### src/rtl/coh_bus_pkg.sv
// coh_bus_pkg: shared types and constants for the four-core bus controller
// Holds the FSM state encoding, requester count, default data width and a
// one-hot to index helper.
package coh_bus_pkg;
    localparam int N_REQ      = 4;
    localparam int DEF_DATA_W = 8;
    typedef enum logic [1:0] {
        IDLE = 2'd0,
        BUSY = 2'd1,
        DONE = 2'd2
    } state_t;
    function automatic logic [1:0] oh2idx(input logic [N_REQ-1:0] oh);
        logic [1:0] idx;
        idx = 2'd0;
        for (int k = 0; k < N_REQ; k++)
            if (oh[k]) idx = 2'(k);
        return idx;
    endfunction
endpackage

### src/rtl/coh_bus_ctrl_rr_pick4.sv
// rr_pick4: combinational round-robin pick of the first requester at or after prio
// Ports: req  - 4-bit request vector
//        prio - 2-bit scan start pointer, wraps 3->0
//        pick - one-hot selected requester
//        vld  - at least one request present
module rr_pick4 (
    input  logic [3:0] req,
    input  logic [1:0] prio,
    output logic [3:0] pick,
    output logic       vld
);
    logic [3:0] rot, first;
    always_comb begin
        rot   = prio == 2'd0 ? req :
                prio == 2'd1 ? {req[0], req[3:1]} :
                prio == 2'd2 ? {req[1:0], req[3:2]} : {req[2:0], req[3]};
        first = rot & (~rot + 4'd1);
        pick  = prio == 2'd0 ? first :
                prio == 2'd1 ? {first[2:0], first[3]} :
                prio == 2'd2 ? {first[1:0], first[3:2]} : {first[0], first[3:1]};
        vld   = |req;
    end
endmodule

### src/rtl/coh_bus_ctrl.sv
// coh_bus_ctrl: round-robin four-core shared-memory bus controller
// Ports: clk, rst (async active-high)
//        rd/wr/wdata        - per-core requests and packed write data
//        rdy/rdata/rdata_vld - per-core completion, read data and its qualifier
//        rd_m/wr_m/wdata_m/rdy_m/rdata_m - single memory port
//        gnt                - registered one-hot grant
//        inv                - write-invalidate snoop pulse
// Build option: COH_SNOOP_INV_EN enables the snoop invalidate broadcast;
// otherwise inv is tied to zero.
module coh_bus_ctrl
    import coh_bus_pkg::*;
#(
    parameter int DATA_W = DEF_DATA_W
) (
    input  logic                    clk,
    input  logic                    rst,
    input  logic [N_REQ-1:0]        rd,
    input  logic [N_REQ-1:0]        wr,
    input  logic [N_REQ*DATA_W-1:0] wdata,
    output logic [N_REQ-1:0]        rdy,
    output logic [N_REQ*DATA_W-1:0] rdata,
    output logic [N_REQ-1:0]        rdata_vld,
    output logic                    rd_m,
    output logic                    wr_m,
    output logic [DATA_W-1:0]       wdata_m,
    input  logic                    rdy_m,
    input  logic [DATA_W-1:0]       rdata_m,
    output logic [N_REQ-1:0]        gnt,
    output logic [N_REQ-1:0]        inv
);
    state_t state, state_nxt;
    logic [N_REQ-1:0] gnt_nxt, pick;
    logic [1:0] prio, prio_nxt;
    logic pick_vld;
    rr_pick4 u_pick (
        .req (rd | wr),
        .prio(prio),
        .pick(pick),
        .vld (pick_vld)
    );
    always_ff @(posedge clk or posedge rst) begin
        if (rst) begin
            state     <= IDLE;
            gnt       <= '0;
            prio      <= 2'd0;
            rdata_vld <= '0;
        end else begin
            state     <= state_nxt;
            gnt       <= gnt_nxt;
            prio      <= prio_nxt;
            rdata_vld <= rdy;
        end
    end
    // An abort (granted core drops its request) still advances prio so the
    // aborting core does not keep first place.
    always_comb begin
        state_nxt = state;
        gnt_nxt   = gnt;
        prio_nxt  = prio;
        case (state)
            IDLE: if (pick_vld) begin
                state_nxt = BUSY;
                gnt_nxt   = pick;
            end
            BUSY: if (rdy_m || !(|((rd | wr) & gnt))) begin
                state_nxt = rdy_m ? DONE : IDLE;
                gnt_nxt   = '0;
                prio_nxt  = oh2idx(gnt) + 2'd1;
            end
            default: state_nxt = IDLE;
        endcase
    end
    always_comb begin
        rdy     = state == BUSY ? {N_REQ{rdy_m}} & gnt : '0;
        rd_m    = |(rd & ~wr & gnt);
        wr_m    = |(wr & gnt);
        wdata_m = '0;
        rdata   = '0;
        for (int k = 0; k < N_REQ; k++) begin
            wdata_m = wdata_m | (gnt[k] ? wdata[k*DATA_W +: DATA_W] : '0);
            rdata[k*DATA_W +: DATA_W] = rdata_vld[k] ? rdata_m : '0;
        end
    end
`ifdef COH_SNOOP_INV_EN
    logic wr_flag;
    always_ff @(posedge clk or posedge rst) begin
        if (rst)
            wr_flag <= 1'b0;
        else if (state == BUSY && rdy_m)
            wr_flag <= |(wr & gnt);
    end
    // In DONE, rdata_vld is exactly the completed core, so its complement
    // addresses every other core.
    assign inv = (state == DONE && wr_flag) ? ~rdata_vld : '0;
`else
    assign inv = '0;
`endif
endmodule

### config.mk
export PLATFORM = sky130hd
export DESIGN_NAME = coh_bus_ctrl
export DESIGN_NICKNAME = d
export VERILOG_FILES = /design/src/rtl/coh_bus_pkg.sv /design/src/rtl/coh_bus_ctrl_rr_pick4.sv /design/src/rtl/coh_bus_ctrl.sv
export SDC_FILE = /design/constraint.sdc
export NUM_CORES = 1
export LEC_CHECK = 0
export BUFFER_PORTS_ARGS = -buffer_cell sky130_fd_sc_hd__buf_4
export CAP_MARGIN = 20
export CORE_MARGIN = 2
export CORE_UTILIZATION = 39
export DETAILED_ROUTE_END_ITERATION = 8
export PLACE_DENSITY = 0.86
export SLEW_MARGIN = 20
export SYNTH_ARGS = -nofsm -noshare
export SYNTH_HDL_FRONTEND = slang
export SYNTH_HIERARCHICAL = 1
export SYNTH_SLANG_ARGS = --single-unit
### constraint.sdc
create_clock -name clk -period 3.6 [get_ports clk]
set_input_delay 0.36 -clock clk [delete_from_list [all_inputs] [get_ports clk]]
set_output_delay 0.36 -clock clk [all_outputs]
set_load 0.01 [all_outputs]
======== Yosys cells after proc, flatten, opt, wreduce, memory -nomap -nowiden ========
Cells that the tools add are included.
storage, ports and cells
  logic and storage cells ................. 62
  memory bits (writable) .................. 0
  output and inout bits ................... 58
  ROM bits ................................ 0
  register bits after elaboration ......... 12
  memories kept ........................... 0
  input port bits ......................... 51
  bits in latches ......................... 0
operators by class
  reductions and logical operators ........ 12
  bitwise operators ....................... 12
  shift operators ......................... 0
  multipliers ............................. 0
  equal/unequal tests ..................... 5
  add/sub/neg operators ................... 2
  $lt $le $gt $ge ......................... 0
  div/mod/pow operators ................... 0
  mux-type cells .......................... 27
operators with widths
  operator                                              count
  2-to-1 mux 8 bit                                      8
  2-to-1 mux 4 bit                                      9
  AND 4 bit                                             6
  bitwise OR 8 bit                                      3
  OR reduction 4 bit                                    4
  2-to-1 mux 2 bit                                      7
  inverter 4 bit                                        2
  one-hot mux 4 bit (2 select lines)                    1
  adder 4 x 1 -> 4 bit (second input constant)          1
  equality test 2 x 1 -> 1 bit (second input constant)  2
  logical NOT 2 bit                                     2
  != test 2 bit (second input constant)                 2
  bitwise OR 4 bit                                      1
  one-hot mux 2 bit (2 select lines)                    1
  AND reduction 2 bit                                   2
  AND reduction 3 bit                                   1
  adder 2 x 1 -> 2 bit (second input constant)          1
  equality test 2 bit (second input constant)           1
  nonzero test 2 bit                                    1
  logical NOT 1 bit                                     1
  logical OR 1 bit                                      1
  2-to-1 mux 1 bit                                      1

======== Longest topological paths before layout ========
  depth after elaboration ................. 12
  gate-level depth with buffers ........... 7
  gate-level depth less buffers ........... 7

======== Modules after synthesis ========
Netlist, hierarchy kept.
modules (own cells, without submodules)
  module        area an instance (um^2)  seq. area each (um^2)  cells an instance  times used
  coh_bus_ctrl  1022.2                   300.3                  123                1
  rr_pick4      98.8                     0.0                    17                 1

======== Worst setup path before layout ========
Ideal clock, no wire load.
  kind .................................... input to register
  start ................................... input rd[0]
  end ..................................... register gnt[0]
  setup time .............................. 0.126 ns
  arrival ................................. 1.292 ns
  stages .................................. 6
  path slack .............................. 2.182 ns
  buffers on the path ..................... 0
  data required time ...................... 3.474 ns
  path through ............................ or2_2 nor2_1 nand2_1 nor3b_2 mux2i_1 nor2_1
between the ends
  elaborated cells on any way between the ends .. 20
  those cells by class .................... add/sub: 1; eq/ne: 2; mux: 8; bitwise: 4; reduce/logical: 5
RTL lines
  element                               RTL line                     RTL
  from (decl)                           coh_bus_ctrl.sv:17           input logic [N_REQ-1:0] rd,
  bitwise OR 4 bit                      coh_bus_ctrl.sv:36           .req (rd | wr),
  OR reduction 4 bit                    coh_bus_ctrl_rr_pick4.sv:21  vld = |req;
  named net pick_vld                    coh_bus_ctrl.sv:34           logic pick_vld;
  != test 2 bit (no source line)        -
  AND reduction 3 bit (no source line)  -
  to (signal assigned)                  coh_bus_ctrl.sv:49           gnt <= gnt_nxt;
  to (decl)                             coh_bus_ctrl.sv:28           output logic [N_REQ-1:0] gnt,
The timed path passes the listed nets, and every way through them passes these cells. The select of a mux whose other input is x is not followed.
A chain may end at the register's enable or synchronous reset.

======== Worst setup path after layout ========
  start ................................... register gnt[2]
  end ..................................... output rd_m
between the ends
  longest elaborated chain between the ends .. 2
ends and longest elaborated chain
  element             RTL line            RTL
  AND 4 bit           coh_bus_ctrl.sv:75  rd_m = |(rd & ~wr & gnt);
  OR reduction 4 bit  coh_bus_ctrl.sv:75
  to (decl)           coh_bus_ctrl.sv:23  output logic rd_m,
No other way between the ends.

==> flow_summary_export.csv <==
group,metric,value,unit
synthesis,synthTopCellsByCount,"and2_1 (33), a22oi_1 (18), nand2_1 (13)",
clocking,cts_tree,"built",
die,boundaryPins,109,
drt,vias,1392,
pwr,worst_ir_drop_vdd,0.445,mV
grt,grt.total_usage,0.226,
place,dpl-instance-area,1910,sq um
synthesis,syn_area,1120,sq um
synthesis,synthArstFlopShare,1.00,
sta,finalCritPeriodShare,0.507,
grt,antenna_found_initial,0,
synthesis,synth-simple-area-share,0.357,
drt,wirelength_met1,1400,microns
final_layout,fin_nets,295,
final_layout,final_util,0.711,
sta,fin_tns_setup,0,ns
synthesis,muxShareOfSynthArea,0.0536,
clocking,cts_buffers,3,
drt,wl_met3,293,microns
sta,rsz0062_at_grt,"false",
sta,drv_slew,0,
place,port_buffers,104,
sta,setup_violations,0,
grt,grt_pass1_wl,5970,microns
clocking,ctsResizeCount,0,
critical_path,startpoint_type,"flop",
clocking,cts_num_sinks,12,
pwr,cellPowerDensity,504,nW/um^2
drt,vias_per_cell,5.08,
synthesis,synth_top_cell_by_area,"dfrtp_1",
clocking,path_clk_slew,0.07,ns
sta,fmax,548,MHz
die,die_x,57.6,microns
drt,drtAntennaViolNets,0,
synthesis,synth_top_family_by_area,"simple AND/OR/NAND/NOR gates",
drt,wl,3580,microns
sta,finalCriticalPeriod,1.83,ns
critical_path,crit_arrival,1.47,ns
final_layout,stdcell_count,274,
job,cap_violations,0,
clocking,htree_levels,1,
drt,wl_met2,1850,microns
synthesis,seq_area_frac_synth,0.268,
sta,worstMarginPinSlew,0.570,ns
critical_path,path_class,"flop to output pin",
synthesis,synth_compound_area_frac,0.261,
place,placed_cells,270,
critical_path,critPathCaptureType,"output pin",
drt,drt_pass1_iterations,4,
synthesis,ys.flop_type,"dfrtp_1",
clocking,cts.path.max_buffers,2,
pwr,leakagePower,0.00108,uW
critical_path,r2r_end,"prio[0]$_DFFE_PP0P_",
critical_path,r2r_start,"gnt[1]$_DFFE_PP0P_",
final_layout,diodes,0,
die,core-area,2730,sq um
synthesis,synth_edf_count,0,
die,die_area,3320,sq um
sta,hold_viol,0,
final_layout,drive_above_1_share,0.514,
min_path,hp-class,"input port to asynchronous set/reset pin",
critical_path,ff2ff_path_depth,4,
synthesis,synth_fa_ha_area_frac,0,
place,gp_congestion,0.788,
critical_path,critPathLaunch,"gnt[2]$_DFFE_PP0P_",
drt,drt_iter0_markers,59,
final_layout,area_growth,73.3,%
sta,relSlewSlack,0.620,
run_status,status,"completed",
synthesis,ys_types,29,
critical_path,r2r_slack,1.99,ns
synthesis,syn_avg_cell_area,8.01,sq um
clocking,postCtsSetupBuffers,0,
final_layout,stdcell_area,1940,sq um
grt,globalRouteOverflowTotal,0,
synthesis,yosysWarnings,6,
clocking,cts-root-buf,"clkbuf_4",
clocking,holdBufCountCts,0,
pwr,total_power,979,uW
synthesis,synth-xor-area-share,0,
die,die_height,57.6,microns
drt,top_layer,"met4",
critical_path,crit_fanout,15,
sta,finClkSkew,0.00313,ns
synthesis,synthTopCellsByArea,"dfrtp_1 (27%), and2_1 (18%), a22oi_1 (12%)",
synthesis,synthCells,140,
critical_path,critPathRequiredTime,3.24,ns
drt,route.detailed.drc,0,
die,rows,19,
critical_path,cp-endpoint,"rd_m",
clocking,clock_latency,0.27,ns
drt,wl_per_cell,13.1,microns
die,start_util,0.410,
synthesis,synth_top_area_frac,0.268,
place,dpl.hpwl,2900,microns
grt,grt_max_degree,17,
grt,grt_pass1_vias,1301,
synthesis,yosys_register_bits,12,
synthesis,synth_most_common_cell,"and2_1",
-- how the worst min path moves through the flow --
| stage | slack, ns | endpoint | cells after the start | from |
|---|---|---|---|---|
| final | 0.08 | prio[0]$_DFFE_PP0P_ | 2 | rst |
| after global routing | 0.11 | state[0]$_DFFE_PP0P_ | 2 | rst |
| after CTS | 0.09 | prio[1]$_DFFE_PP0P_ | 2 | rst |
| after detailed placement | 0.39 | prio[1]$_DFFE_PP0P_ | 2 | rst |
| after global placement | 0.39 | prio[1]$_DFFE_PP0P_ | 2 | rst |
| after floorplan | 0.22 | gnt[0]$_DFFE_PP0P_ | 1 | rst |
-- through the flow --
step | setup slack [ns] | hold slack [ns]
after floorplan | 2.18 | 0.225
after global placement | 2.00 | 0.388
after detailed placement | 1.95 | 0.389
after CTS | 1.74 | 0.0887
after global routing | 1.62 | 0.106
final | 1.77 | 0.0814
-- where the power goes --
part	total (uW)	internal [uW]	switching [uW]
combinational	589	334	255
sequential	285	172	113
clock	105	61.5	43.9
total	979	567	412
-- placed cells by master, fill, tap and decap left out, drive strengths merged --
master	count
buf	104
and2	33
a22oi	18
nand2	13
dfrtp	12
nor2	11
a21oi	7
o21ai	6
inv	5
and3	4
or2	4
conb	4
clkbuf	4
mux2i	3
mux2	2
o311a	2
o221a	2
nand4	1
and2b	1
a21boi	1
nor3b	1
o22a	1
nand3b	1
o211ai	1
nand2b	1
nand3	1
-- cell type report --
| class | instances | area [sq um] |
|---|---|---|
| Fill cell | 251 | 791 |
| Timing Repair Buffer | 104 | 781 |
| Multi-Input combinational cell | 118 | 768 |
| Sequential cell | 12 | 300 |
| Tap cell | 31 | 38.8 |
| Clock buffer | 4 | 36.3 |
| Inverter | 5 | 18.8 |
-- flip-flops by register name, indices dropped and copies added (netlist names) --
register,count
state,2
gnt,4
rdata_vld,4
prio,2
-- routing by layer --
metal  up-vias  GRT usage
li1        690          -
met1       623      0.301
met2        74      0.378
met3         5     0.0357
met4         0     0.0698
met5         -          0
-- critical path: stages, from the launching register on --
cell	delay (ns)
dfrtp_1	0.66
nand2_1	0.09
o22a_1	0.19
o211ai_1	0.09
buf_4	0.15
-- logic make-up (layout without fill, tap and decap cells) --
group                  count (synthesis)  count (layout)
AOI/OAI and AO/OA                     38              38
buffers and inverters                 13             113
DFF                                   12              12
muxes                                  5               5
other                                  1               4
and+or+nand+nor                       71              71
No activity file was read; power rests on OpenSTA's default activity.
